===== config.mk =====
export PLATFORM = sky130hd
export DESIGN_NAME = codebreak_tx
export DESIGN_NICKNAME = d
export VERILOG_FILES = /design/src/rtl/codebreak_tx.sv
export SDC_FILE = /design/constraint.sdc
export NUM_CORES = 1
export LEC_CHECK = 0
export ABC_AREA = 1
export BUFFER_PORTS_ARGS = -buffer_cell sky130_fd_sc_hd__buf_4
export CORE_MARGIN = 1
export CORE_UTILIZATION = 54
export DETAILED_ROUTE_END_ITERATION = 8
export PLACE_DENSITY = 0.92
export REMOVE_ABC_BUFFERS = 1
export SLEW_MARGIN = 20
export SYNTH_ARGS = -nofsm -noshare
export SYNTH_HDL_FRONTEND = slang
export SYNTH_SLANG_ARGS = --single-unit

===== constraint.sdc =====
create_clock -name clk -period 5.6 [get_ports clk]
set_clock_uncertainty 0.2 [all_clocks]
set_input_delay 1.12 -clock clk [delete_from_list [all_inputs] [get_ports clk]]
set_output_delay 1.12 -clock clk [all_outputs]
set_load 0.02 [all_outputs]

===== src/rtl/codebreak_tx.sv =====
// Formats a codebreaker result as an ASCII line for a UART transmitter.
// Define CODEBREAK_TX_KEY_PRINT_EN to prefix each success line with the key in hex and a ':'.
module codebreak_tx (
  input  logic         clk,
  input  logic         reset,
  input  logic [127:0] bytes_in,
  input  logic [23:0]  key_in,
  input  logic         done,
  input  logic         error,
  input  logic         tx_ready,
  output logic [7:0]   tx_data,
  output logic         tx_valid,
  output logic         busy,
  output logic         dropped
);

`ifdef CODEBREAK_TX_KEY_PRINT_EN
  typedef enum logic [2:0] {
    StIdle,
    StSendKey,
    StSendSep,
    StSendText,
    StSendErr,
    StSendCr,
    StSendLf
  } state_e;
`else
  typedef enum logic [2:0] {
    StIdle,
    StSendText,
    StSendErr,
    StSendCr,
    StSendLf
  } state_e;
`endif

  state_e         state_q, state_d;
  logic [127:0]   text_q, text_d;
  logic [3:0]     txt_idx_q, txt_idx_d;
  logic [1:0]     err_idx_q, err_idx_d;
  logic           dropped_q, dropped_d;
  logic           xfer;

`ifdef CODEBREAK_TX_KEY_PRINT_EN
  logic [23:0]    key_q, key_d;
  logic [2:0]     key_idx_q, key_idx_d;
  logic [23:0]    key_sh;
  logic [3:0]     key_nib;

  function automatic logic [7:0] hex_char(input logic [3:0] nib);
    if (nib < 4'd10) begin
      return {4'h3, nib};
    end
    return 8'h37 + {4'h0, nib};
  endfunction
`else
  logic           unused_key;
  assign unused_key = ^key_in;
`endif

  logic [127:0]   text_sh;

  assign xfer = tx_valid & tx_ready;

  // State register
  always_ff @(posedge clk or posedge reset) begin
    if (reset) begin
      state_q   <= StIdle;
      text_q    <= '0;
      txt_idx_q <= '0;
      err_idx_q <= '0;
      dropped_q <= 1'b0;
`ifdef CODEBREAK_TX_KEY_PRINT_EN
      key_q     <= '0;
      key_idx_q <= '0;
`endif
    end else begin
      state_q   <= state_d;
      text_q    <= text_d;
      txt_idx_q <= txt_idx_d;
      err_idx_q <= err_idx_d;
      dropped_q <= dropped_d;
`ifdef CODEBREAK_TX_KEY_PRINT_EN
      key_q     <= key_d;
      key_idx_q <= key_idx_d;
`endif
    end
  end

  // Next-state logic
  always_comb begin
    state_d   = state_q;
    text_d    = text_q;
    txt_idx_d = txt_idx_q;
    err_idx_d = err_idx_q;
`ifdef CODEBREAK_TX_KEY_PRINT_EN
    key_d     = key_q;
    key_idx_d = key_idx_q;
`endif
    // Any request arriving while a line is in flight is discarded and flagged.
    dropped_d = (state_q != StIdle) && (done || error);

    unique case (state_q)
      StIdle: begin
        if (done) begin
          text_d  = bytes_in;
`ifdef CODEBREAK_TX_KEY_PRINT_EN
          key_d   = key_in;
          state_d = StSendKey;
`else
          state_d = StSendText;
`endif
        end else if (error) begin
          state_d = StSendErr;
        end
      end
`ifdef CODEBREAK_TX_KEY_PRINT_EN
      StSendKey: begin
        if (xfer) begin
          if (key_idx_q == 3'd5) begin
            key_idx_d = 3'd0;
            state_d   = StSendSep;
          end else begin
            key_idx_d = key_idx_q + 3'd1;
          end
        end
      end
      StSendSep: begin
        if (xfer) begin
          state_d = StSendText;
        end
      end
`endif
      StSendText: begin
        if (xfer) begin
          txt_idx_d = txt_idx_q + 4'd1;
          if (txt_idx_q == 4'd15) begin
            state_d = StSendCr;
          end
        end
      end
      StSendErr: begin
        if (xfer) begin
          if (err_idx_q == 2'd2) begin
            err_idx_d = 2'd0;
            state_d   = StSendCr;
          end else begin
            err_idx_d = err_idx_q + 2'd1;
          end
        end
      end
      StSendCr: begin
        if (xfer) begin
          state_d = StSendLf;
        end
      end
      StSendLf: begin
        if (xfer) begin
          state_d = StIdle;
        end
      end
      default: state_d = StIdle;
    endcase
  end

  // Outputs depend only on registered state, so tx_data holds under backpressure.
  always_comb begin
    tx_valid = (state_q != StIdle);
    busy     = (state_q != StIdle);
    dropped  = dropped_q;
    tx_data  = 8'h00;
    text_sh  = text_q << {txt_idx_q, 3'b000};
`ifdef CODEBREAK_TX_KEY_PRINT_EN
    key_sh   = key_q << {key_idx_q, 2'b00};
    key_nib  = key_sh[23:20];
`endif

    unique case (state_q)
      StIdle:     tx_data = 8'h00;
`ifdef CODEBREAK_TX_KEY_PRINT_EN
      StSendKey:  tx_data = hex_char(key_nib);
      StSendSep:  tx_data = 8'h3A;
`endif
      StSendText: tx_data = text_sh[127:120];
      StSendErr:  tx_data = (err_idx_q == 2'd0) ? 8'h45 : 8'h52;
      StSendCr:   tx_data = 8'h0D;
      StSendLf:   tx_data = 8'h0A;
      default:    tx_data = 8'h00;
    endcase
  end

endmodule

# ---- Word level (Yosys, flattened, before mapping)
# Cells that the tools add are included.
dict set report op_classes {
  addsub 2
  eq_ne 13
  shift 1
  n_mux 12
  bitwise 1
  n_reduce_logical 9
}
# operator count
set ops {}
lappend ops {{$shl 128x7->128} 1}
lappend ops {{$pmux 8 s4} 1}
lappend ops {{$mux 3} 8}
lappend ops {{$pmux 3 s5} 1}
lappend ops {{$ne 2x2->1 const B} 6}
lappend ops {{$reduce_and 7->1} 1}
lappend ops {{$eq 3x2->1 const B} 2}
lappend ops {{$reduce_and 2->1} 3}
lappend ops {{$mux 5} 1}
lappend ops {{$add 4x1->4 const B} 1}
lappend ops {{$eq 4x4->1 const B} 1}
lappend ops {{$eq 3x1->1 const B} 1}
lappend ops {{$eq 3x3->1 const B} 1}
lappend ops {{$logic_not 3->1} 1}
lappend ops {{$ne 3x3->1 const B} 1}
lappend ops {{$reduce_bool 3->1} 1}
lappend ops {{$add 2x1->2 const B} 1}
lappend ops {{$eq 2x2->1 const B} 1}
lappend ops {{$logic_not 2->1} 1}
lappend ops {{$mux 2} 1}
lappend ops {{$and 1x1->1} 1}
lappend ops {{$logic_and 1x1->1} 1}
lappend ops {{$logic_or 1x1->1} 1}
dict set report word_totals {
  regBits 138
  in_bits 157
  out_inout_bits 11
}

# ---- Longest topological paths before layout
dict set report depth {
  ltp_word 4
  depth_mapped 10
}

# ---- Worst setup path before layout
# OpenSTA, ideal clock, no wires.
dict set report synth_timing {
  kind {register to output}
  start {register txt_idx_q[0]}
  end {output tx_data[6]}
  t_arrival_ns 1.359
  required_ns 4.280
  path_slack_ns 2.921
  stages_incl_launch_ff 10
  path_buffers 3
  cell_sequence {dfrtp_1 > buf_2 > buf_4 > buf_4 > nand2_1 > nand3_1 > nand3_1 > nand3_1 > nor2_1 > nor2_1}
}
dict set report synth_between {
  elab_chain_len 2
}
# element line
set synth_rtl {}
lappend synth_rtl {{start, declared} 39} ;# logic [3:0] txt_idx_q, txt_idx_d;
lappend synth_rtl {{start signal, assigned} 80} ;# txt_idx_q <= txt_idx_d;
lappend synth_rtl {{$shl 128x7->128} 172} ;# text_sh = text_q << {txt_idx_q, 3'b000};
lappend synth_rtl {{$pmux 8 s4} 178} ;# unique case (state_q)
lappend synth_rtl {{end, declared} 11} ;# output logic [7:0] tx_data,
# No other way between the ends.

# ---- Worst setup path in the final report
dict set report layout_timing {
  start {register txt_idx_q[0]}
  end {output tx_data[4]}
}
# Same word-level chain as after synthesis.

==> metrics.md <==
| Metric | Value |
|---|---|
| Outcome | finished, final reports clean |
| Hold Path Class | reg2reg |
| Layout cells sized above 1 | 17.6% |
| First-pass GRT wire length | 27,100 um |
| Hold path startpoint | text_q[31] |
| Synth Area in Adders | less than 1% |
| Mapped Avg Cell Area | ~7.4 um2 |
| GP Congestion | 0.814 |
| # hold bufs at CTS | 0 |
| Crit Path Category | reg2out |
| Pleak | approximately 4.5 nW |
| Wire length on met3 | 1060 um |
| Initial detailed-routing violation count | about 600 |
| CP Max Fanout | between 50 and 60 |
| Yosys cell types | 21 |
| Startpoint type of the worst setup path | flop |
| Worst-Margin Slew | around 0.94 ns |
| Crit path cell chain | inv_2, nand2_1, nand3_1, nand2_1, nand2_1, nand2_1, o21ai_0, nand2_1, buf_4 |
| Area Growth Syn to Fin | 22.9% |
| Seq/Total Area, Yosys | 50.8% |
| Period minus WS final | 3.70 ns |
| DIE WIDTH | 114 um |
| Main combinational cell family by area after synthesis | simple AND/OR/NAND/NOR gates |
| Fmax | about 270 MHz |
| Post-Layout Cell Count | approximately 1,200 |
| CTS tree | done |
| Clock Sinks | 138 |
| Placed cell count | 1,180 |
| Row cnt | 40 |
| Most numerous cell in the Yosys netlist | nand2_1 |
| Met2 wire length | about 7900 um |
| Mux share of post-synthesis cell area | 0% |
| Total GRT Usage | 27.0% |
| Clk slew on worst S/H paths | 0.05 ns |
| Vias | roughly 6,000 |
| TritonCTS Buffers | 17 |
| Power Dens Cells | 568 mW/mm2 |
| Netlist Area Pre-Place | 0.00680 mm2 |
| Count of pins over their slew limit | 0 |
| Die area | 0.0131 mm2 |
| I/O pins | 168 |
| Top FF cell, synth | dfrtp_1 |
| Async SR Flop Fraction | 100% |
| Register area | 0.00345 mm2 |
| Synthesized flop and latch total | approximately 140 |
| Clk Latency, worst-skew pair | 0.41 ns |
| Clock root buffer | clkbuf_16 |
| Total power | 0.00475 W |
| Pre-CTS WS | 2.39 ns |
| Reg2reg start | state_q[0] |
| RSZ-0062 raised after global routing | false |
| Post-synth EDFFs | 0 |
| Top cell type's share of synthesized area | 50.8% |
| Max layer used | met4 |
| Core Area | 0.0122 mm2 |
| Drt drc | 0 |
| Synth top cells by count | nand2_1 (371), dfrtp_1 (138), inv_1 (125) |
| CP max-delay cell | inv_2 |
| Ys Warns | 0 |
| Area share of and/or/nand/nor cells after synthesis | a little over a quarter |
| Worst setup margin | between 1.5 and 2 ns |
| Setup-failing EPs final | 0 |
| PostCTS Resize Cnt | 0 |
| Worst Path Required | 4.28 ns |
| GRT overflow | 0 |
| Multi-input logic area | 0.00258 mm2 |
| Initial antenna violation count | 0 |
| TNS Setup | 0 ns |
| Initial Util | 55.9% |
| Cells after Synth | 914 |
| Nets | roughly 1,200 |
| Largest net degree at the start of global routing | 236 |
| # port buffers | 143 |
| Drt first pass iters | 5 |
| Filler cells | 992 |
| Number of max-cap violations | 0 |
| Final Hold Vio Count | 0 |
| Final HPWL DP | ~11,000 um |
| Design area | 0.00836 mm2 |
| DRT antenna net count | 0 |
| Crit path max-delay family | buffers and inverters |
| Routed wire length | between 15,000 and 20,000 um |
| Via density | about 5.1 |
| Average wire per standard cell | 13.5 um |
| Compound-Gate Fraction of Synth Area | 11.3% |
| N_diodes | 0 |
| CP max stage delay | 0.68 ns |
| Critical path capture point type | output pin |
| Placed Area | 0.00785 mm2 |
| Top cell type by total area after synthesis | dfrtp_1 |
| Final Cycle Share | 66.1% |
| Peak VDD IR | 0.000298 V |
| Worst path bufs/invs | 2 |
| Worst Path Arrival | 2.38 ns |
| Clk buf depth | 2 |
| Post-CTS Setup Bufs | 0 |
| Setup crit start | txt_idx_q[0] |
| Most common cell on crit path | nand2_1 |
| H-tree depth | 4 |
| Die Ht | 114 um |
| Metal-1 WL | 7130 um |
| Synth top area cells | dfrtp_1 (51%), nand2_1 (20%), o21ai_0 (7.6%), inv_1 (6.9%), nand3_1 (4.0%) |
| Worst slew margin | between 30% and 40% |
| Vias in the first global route | just under 6,000 |
| Xor/xnor cell area share of the yosys netlist | 0.257% |
path summary, 6_finish.rpt:
path / end / slack (ns) / depth (start not counted)
hold reg to reg: text_q[31] / 0.27 / 2
setup / recovery: tx_data[4] / 1.90 / 9
setup reg to reg: text_q[64] / 3.39 / 5
hold / removal: text_q[31] / 0.27 / 2
max in group asynchronous: txt_idx_q[0] / 3.41 / 3
min in group asynchronous: text_q[92] / 0.68 / 2
per-stage QoR:
stage / hold slack [ns] / utilization (%)
floorplan: 0.237 / -
global placement: 0.249 / 64.5
detailed placement: 0.253 / 64.5
CTS: 0.266 / 68.8
global route: 0.292 / 68.8
finish: 0.267 / 68.8
logic make-up (layout without fill, tap and decap cells):
family	Yosys count	after routing
AO/OA/AOI/OAI	147	147
XOR/XNOR	2	2
adder cells (fa/ha/maj)	1	1
buffers and inverters	178	305
flip-flops	138	138
AND/OR/NAND/NOR	448	448
power breakdown:
group,switching (W),internal [W]
Combinational,0.00140,0.000704
Clock,0.000378,0.000603
Sequential,0.000181,0.00148
placed cells by master, fill, tap and decap left out, drive strengths merged:
master,n
a21oi,11
o21ai,123
nand2,373
xor2,2
dfrtp,138
clkinv,3
nor3,1
ha,1
nand3,55
clkbuf,26
o211ai,12
inv,128
nor2,19
a31o,1
buf,148
worst register-to-register path, stage by stage (launching register included):
cell and delay (ns):
dfrtp_1 0.45, nor2_4 0.14, nand2_2 0.13, nor2_4 0.14, buf_12 0.52, o21ai_0 0.46
sequential cells by signal, summed over array words and instances (netlist names):
signal / cells
txt_idx_q: 4
text_q: 128
dropped: 1
state_q: 3
err_idx_q: 2
layout make-up:
class	instances	share of cell area, %
clock buffer	26	5.97
timing repair buffer	148	13.4
clock inverter	3	0.180
tap	168	2.51
multi-input combinational	598	30.8
inverter	128	5.80
sequential	138	41.3
layer usage:
metal | track usage [%] | up-vias
li1 | - | 3045
met1 | 34.6 | 2855
met3 | 6.88 | 19
met2 | 44.9 | 227
met4 | 8.48 | 0
met5 | 0 | -
Power figures use the tool's default switching activity.
